$ cat src/rtl/baud_rate_generator.sv
// UART oversampling tick generator: one-clk strobe every DIV(sel) cycles, divisor chosen at run time.
// Optional bit_tick output (every OVERSAMPLE-th tick) when BAUDGEN_BITTICK_EN is defined.
module baud_rate_generator #(
  parameter int unsigned CLK_HZ     = 100_000_000,
  parameter int unsigned OVERSAMPLE = 16,
  parameter int unsigned BAUD0      = 2400,
  parameter int unsigned BAUD1      = 4800,
  parameter int unsigned BAUD2      = 9600,
  parameter int unsigned BAUD3      = 19200
) (
  input  logic [1:0] sel,
  input  logic       clk,
  input  logic       rstn,
  output logic       tick
`ifdef BAUDGEN_BITTICK_EN
  ,
  output logic       bit_tick
`endif
);

  localparam int unsigned DIV0 = (CLK_HZ + BAUD0 * OVERSAMPLE / 2) / (BAUD0 * OVERSAMPLE);
  localparam int unsigned DIV1 = (CLK_HZ + BAUD1 * OVERSAMPLE / 2) / (BAUD1 * OVERSAMPLE);
  localparam int unsigned DIV2 = (CLK_HZ + BAUD2 * OVERSAMPLE / 2) / (BAUD2 * OVERSAMPLE);
  localparam int unsigned DIV3 = (CLK_HZ + BAUD3 * OVERSAMPLE / 2) / (BAUD3 * OVERSAMPLE);

  localparam int unsigned MAX01  = (DIV0 > DIV1) ? DIV0 : DIV1;
  localparam int unsigned MAX23  = (DIV2 > DIV3) ? DIV2 : DIV3;
  localparam int unsigned MAXDIV = (MAX01 > MAX23) ? MAX01 : MAX23;
  localparam int          CW     = $clog2(MAXDIV);

  if (DIV0 < 2 || DIV1 < 2 || DIV2 < 2 || DIV3 < 2) begin : g_div_check
    $error("baud_rate_generator: every divisor must be at least 2");
  end

  logic [CW-1:0] cnt;
  logic [CW-1:0] div_m1;
  logic [1:0]    sel_q;
  logic          run;
  logic          wrap;

  always_comb begin
    div_m1 = CW'(DIV0 - 1);
    case (sel_q)
      2'b00: div_m1 = CW'(DIV0 - 1);
      2'b01: div_m1 = CW'(DIV1 - 1);
      2'b10: div_m1 = CW'(DIV2 - 1);
      2'b11: div_m1 = CW'(DIV3 - 1);
      default: div_m1 = CW'(DIV0 - 1);
    endcase
  end

  assign wrap = run && (sel == sel_q) && (cnt == div_m1);

  // The first edge after reset adopts sel as part of the first period, so the
  // first tick lands on edge DIV(sel) rather than one later.
  always_ff @(posedge clk or posedge rstn) begin
    if (rstn) begin
      cnt   <= '0;
      tick  <= 1'b0;
      sel_q <= 2'b00;
      run   <= 1'b0;
    end else if (!run) begin
      run   <= 1'b1;
      sel_q <= sel;
      cnt   <= CW'(1);
      tick  <= 1'b0;
    end else if (sel != sel_q) begin
      sel_q <= sel;
      cnt   <= '0;
      tick  <= 1'b0;
    end else if (wrap) begin
      cnt  <= '0;
      tick <= 1'b1;
    end else begin
      cnt  <= cnt + CW'(1);
      tick <= 1'b0;
    end
  end

`ifdef BAUDGEN_BITTICK_EN
  localparam int TW = (OVERSAMPLE > 1) ? $clog2(OVERSAMPLE) : 1;

  logic [TW-1:0] tcnt;

  always_ff @(posedge clk or posedge rstn) begin
    if (rstn) begin
      tcnt     <= '0;
      bit_tick <= 1'b0;
    end else if (!run || (sel != sel_q)) begin
      tcnt     <= '0;
      bit_tick <= 1'b0;
    end else if (wrap) begin
      if (tcnt == TW'(OVERSAMPLE - 1)) begin
        tcnt     <= '0;
        bit_tick <= 1'b1;
      end else begin
        tcnt     <= tcnt + TW'(1);
        bit_tick <= 1'b0;
      end
    end else begin
      bit_tick <= 1'b0;
    end
  end
`endif

endmodule

$ cat config.mk
export PLATFORM = sky130hd
export DESIGN_NAME = baud_rate_generator
export DESIGN_NICKNAME = d
export VERILOG_FILES = /design/src/rtl/baud_rate_generator.sv
export SDC_FILE = /design/constraint.sdc
export NUM_CORES = 1
export LEC_CHECK = 0
export ABC_CLOCK_PERIOD_IN_PS = 1840
export CAP_MARGIN = 20
export CORE_MARGIN = 10
export CORE_UTILIZATION = 55
export DETAILED_ROUTE_END_ITERATION = 6
export DONT_BUFFER_PORTS = 1
export PLACE_DENSITY = 0.82
export SETUP_SLACK_MARGIN = 0.3
export SLEW_MARGIN = 20
export SYNTH_ARGS = -nofsm -noshare
export SYNTH_HDL_FRONTEND = slang
export SYNTH_SLANG_ARGS = --single-unit
export TNS_END_PERCENT = 30
$ cat constraint.sdc
create_clock -name clk -period 1.84 [get_ports clk]
set_clock_uncertainty 0.15 [all_clocks]
set_input_delay 0.184 -clock clk [delete_from_list [all_inputs] [get_ports clk]]
set_output_delay 0.184 -clock clk [all_outputs]
set_load 0.1 [all_outputs]
Word level (Yosys, flattened, before mapping)
Index checks and enable logic that the tools add are counted.
{ "totals": {"in_bits": 4, "wordCells": 24, "regBits": 16, "out_inout_bits": 1} }
{ "op_classes": {"mux": 9, "reduce_logical": 3, "add_sub_neg": 1, "n_eq_ne": 7} }
{ "ops": {"columns": ["cell", "count"], "rows": [
  ["12-bit one-hot mux with 4 select lines", 1],
  ["12-bit two-way mux", 3],
  ["12-bit by 1-bit adder with 12-bit output (second input constant)", 1],
  ["12-bit == test", 1],
  ["2-bit == test (second input constant)", 2],
  ["2-bit two-way mux", 2],
  ["1-bit two-way mux", 3],
  ["2-bit by 1-bit == test with 1-bit output (second input constant)", 1],
  ["2-bit == test", 1],
  ["1-bit logical AND", 2],
  ["2-bit zero test", 1],
  ["2-bit by 1-bit inequality test with 1-bit output (second input constant)", 1],
  ["2-bit inequality test", 1]
]} }

Longest topological paths before layout
{ "depth": {"depth_word": 7, "depth_mapped": 7, "mapped_depth_nobuf": 6} }

Least setup slack after synthesis
OpenSTA, ideal clock, no wires.
{ "synth_timing": {"kind": "register -> register", "from": "reg sel_q[1]", "to": "reg cnt[5]", "required_ps": 1571, "n_path_buf": 2, "stages_incl_launch_ff": 8, "setup_ps": 119, "path_slack_ps": -184, "arrival_ps": 1756, "synth_period_minus_slack_ps": 2024, "cell_sequence": "dfrtp_1 > buf_6 > or4b_1 > a31oi_1 > a21oi_1 > o311ai_2 > buf_6 > nor2_1"} }
{ "synth_between": {"elab_chain_cells": 7, "word_cells_on_any_way": 13, "cone_classes": "eq/ne: 6; mux: 4; reduce/logical: 3"} }
{ "synth_rtl": {"columns": ["element", "line", "rtl"], "rows": [
  ["start, declared", "37", "logic [1:0] sel_q;"],
  ["start signal, assigned", "64", "sel_q <= sel;"],
  ["start signal, assigned", "68", "sel_q <= sel;"],
  ["2-bit == test, or another cell as far along", "43", "case (sel_q)"],
  ["12-bit one-hot mux with 4 select lines", "43", null],
  ["12-bit == test", "52", "assign wrap = run && (sel == sel_q) && (cnt == div_m1);"],
  ["1-bit logical AND", "52", null],
  ["12-bit two-way mux", "71", "end else if (wrap) begin"],
  ["12-bit two-way mux (*)", "67", "end else if (sel != sel_q) begin"],
  ["12-bit two-way mux (*)", "62", "end else if (!run) begin"],
  ["end signal, assigned", "75", "cnt <= cnt + CW'(1);"],
  ["end, declared", "35", "logic [CW-1:0] cnt;"]
]} }
Mark *: on every way between the ends. The rest lies on a longest branch, timed or not.
A chain may end at the register's enable or synchronous reset.

Worst setup path in the final report
{ "layout_timing": {"from": "reg sel_q[1]", "to": "reg cnt[2]"} }
The elaborated chain is that of the path after synthesis.

==> run summary <==
Mapped cell area - 0.00101 sq mm
Slowest stage delay, CP - 0.53 ns
Fin crit period - 1.99 ns
Post-Route WL - 2440 microns
Drt pass-1 iters - 4
Worst IR Drop VDD - 691 uV
Setup Viol. Count Final - 11
Core box area - 0.00173 sq mm
Row count - 15
Hold path start - sel[1]
Die Y - 62.8 microns
Status - finished with violations
Synth Instances - 113
Setup TNS - -1.48 ns
Residual DRC - 0
Via density - 5.58
Hold Path Depth - 2
TritonCTS clock tree - built
Worst Path Required - 1.87 ns
Ant. Diodes - 0
Wirelength per Cell - 15.3 microns
Vias post-DR - 887
Cells along the critical path - or4b_1, a31oi_1, a21oi_1, o311ai_2, buf_4, nor2_1
CTS buffer count - 3
Clock latency at the later pin of the worst-skew pair - 0.29 ns
Most frequent cell after synthesis - nor2_1
CTS Root Buffer Type - clkbuf_4
Synth Net Count - 118
Port Buf Inserts - 0
Power Dens Cells - 535 mW/mm^2
Mapped Avg Cell Area - 8.94 sq um
Worst reg-to-reg path cell count - 6
Setup ws final - -0.153 ns
Worst Path Arrival - 2.03 ns
Most used flip-flop cell after synthesis - dfrtp_1
Critical path's slowest cell - or4b_1
DRT iter0 DRCs - 41
Synth top cells by count - nor2_1, dfrtp_1, xnor2_1
Worst setup EP type - flop
H-tree depth - 1
Failing checks - setup timing
Clock-pin transition on the worst setup and hold timing paths - 0.10 ns
Vias in the first global route - 875
Post-synthesis sequential area ratio - 39.7%
Crit path kind - flop to flop
Worst-path fanout max - 11
Hold Crit Class - input port to flop
DP Wirelength - 1650 microns
Netlist cell types - 35
Slew headroom - 59.9%
Initial Util - 58.5%
CTS max path bufs - 2
Leading area contributor after synthesis - dfrtp_1
Maxcap violations - 0
First-pass GRT wire length - 4050 microns
Tot GR Track Use - 12.2%
DIE AREA - 0.00395 sq mm
CP startpoint kind - flop
Grt ovf - 0
Clock sink total - 16
Synth Warn # - 0
Proportion of layout cells with a drive suffix above 1 - 29.9%
Die width - 62.8 microns
Tightest Pin Transition - 0.600 ns
Worst hold endpoint - cnt[0]$_DFF_PP0_
Synth-to-layout area growth - 29.9%
RSZ-0062 raised after global routing - yes
GPL Wtd Cong - 0.876
Largest net degree at the start of global routing - 17
EDFF count, synth - 0
Worst r2r dst - cnt[2]$_DFF_PP0_
Final Cycle Share - 108%
Final Hold Fails - 0
Final net count - 140
Placed cell areas - 0.00116 sq mm
Flops & latches, synth - 16
Initial antenna violation count - 0
Slew Viols, Final - 0
Pleak - 0.529 nW
Setup slack, reg-to-reg - -0.15 ns
Fin area - 0.00131 sq mm
Synth top area share - 39.7%
Post-route antenna net violation count - 0
Fmax - 0.502 GHz
Ranking of synthesized cells by area - dfrtp_1, nor2_1, xnor2_1
Pre-CTS WS - -0.182 ns
Io pins - 5
Async SR Flop Fraction - 100%
Tot Pwr - 702 uW
RR Startpoint - sel_q[1]$_DFFE_PP0P_
through the flow:
step / cells / util [%] / hold slack, ns
floorplan: 113 / - / -0.0523
global placement: 152 / 67.3 / 0.0130
detailed placement: 152 / 67.3 / 0.0211
CTS: 159 / 74.1 / 0.0990
global route: 159 / 75.9 / 0.0746
finish: 159 / 75.9 / 0.106
layout make-up:
type | count | area [sq um]
Fill cell | 127 | 415
Sequential cell | 16 | 402
Tap cell | 25 | 31.3
Clock buffer | 4 | 36.3
Inverter | 6 | 22.5
Timing Repair Buffer | 27 | 221
Multi-Input combinational cell | 81 | 598
per-layer routing:
layer	vias up	track usage [%]	routed length, microns
li1	433	-	-
met1	435	15.0	1110
met2	15	20.1	1220
met3	4	3.94	80
met4	0	2.51	22
met5	-	0	0
sequential cells by signal (all words and copies together), names as in the netlist:
register  flops
run           1
tick          1
sel_q         2
cnt          12
critical path, delay by kind of cell, from the launching register on:
kind            cells  cell delay (ns)
compound gates      3             0.47
buf+inv             1             0.22
simple gates        2             0.61
flops               1             0.44
power by group:
part	internal, mW	switching [mW]
combinational	0.0463	0.0479
clock	0.121	0.120
sequential	0.358	0.00940
total	0.525	0.177
worst max-delay path by stage:
stage	from	to	slack, ns	cells past startpoint
2_1_floorplan	sel_q[1]$_DFFE_PP0P_	cnt[5]$_DFF_PP0_	-0.12	7
4_1_cts	sel_q[1]$_DFFE_PP0P_	cnt[2]$_DFF_PP0_	-0.12	6
3_5_place_dp	sel_q[0]$_DFFE_PP0P_	cnt[2]$_DFF_PP0_	-0.18	6
5_1_grt	sel_q[1]$_DFFE_PP0P_	cnt[2]$_DFF_PP0_	-0.23	6
3_3_place_gp	sel_q[0]$_DFFE_PP0P_	cnt[4]$_DFF_PP0_	-0.11	6
6_report	sel_q[1]$_DFFE_PP0P_	cnt[2]$_DFF_PP0_	-0.15	6
placed cells by master (no fill, tap or decap):
cell and n:
or4b_1 2, buf_6 3, o221ai_2 1, dfrtp_2 1, a31oi_1 1, clkbuf_8 1, o2bb2ai_1 1, nor4bb_4 2
ha_1 1, nand2_1 6, nor4b_1 1, o211ai_1 1, nand2b_1 2, conb_1 1, o32ai_2 1, clkbuf_4 3
nand4_1 2, o22ai_1 2, and3b_1 2, o41ai_2 1, o32a_1 2, o311ai_2 1, or2_2 1, nor4b_2 1
buf_4 21, nor3b_1 1, dlygate4sd3_1 3, or3_1 1, a21oi_1 3, mux2i_1 1, xnor2_1 8, dfrtp_1 15
and3_1 1, inv_1 6, nand3_1 4, nor3_1 2, or2_4 1, nor3_2 2, xor2_1 6, nor2_1 19
logic make-up after synthesis:
logic type | Yosys count | share of synthesized area (%)
flip-flops | 16 | 39.7
other | 1 | 0.371
adder cells (fa/ha/maj) | 1 | 1.24
XOR/XNOR | 14 | 12.1
buffers and inverters | 16 | 8.05
AO/OA/AOI/OAI | 14 | 11.2
multiplexers | 1 | 0.991
AND/OR/NAND/NOR | 50 | 26.4
timing repair:
action | CTS | global route
endpoints found under the hold margin | 18 | 0
hold buffers | 3 | 0
resized for setup | 10 | 5
endpoints found under the setup margin | 13 | 13
pin swaps | 3 | 1
buffers inserted | 0 | 0
Power figures use the tool's default switching activity.
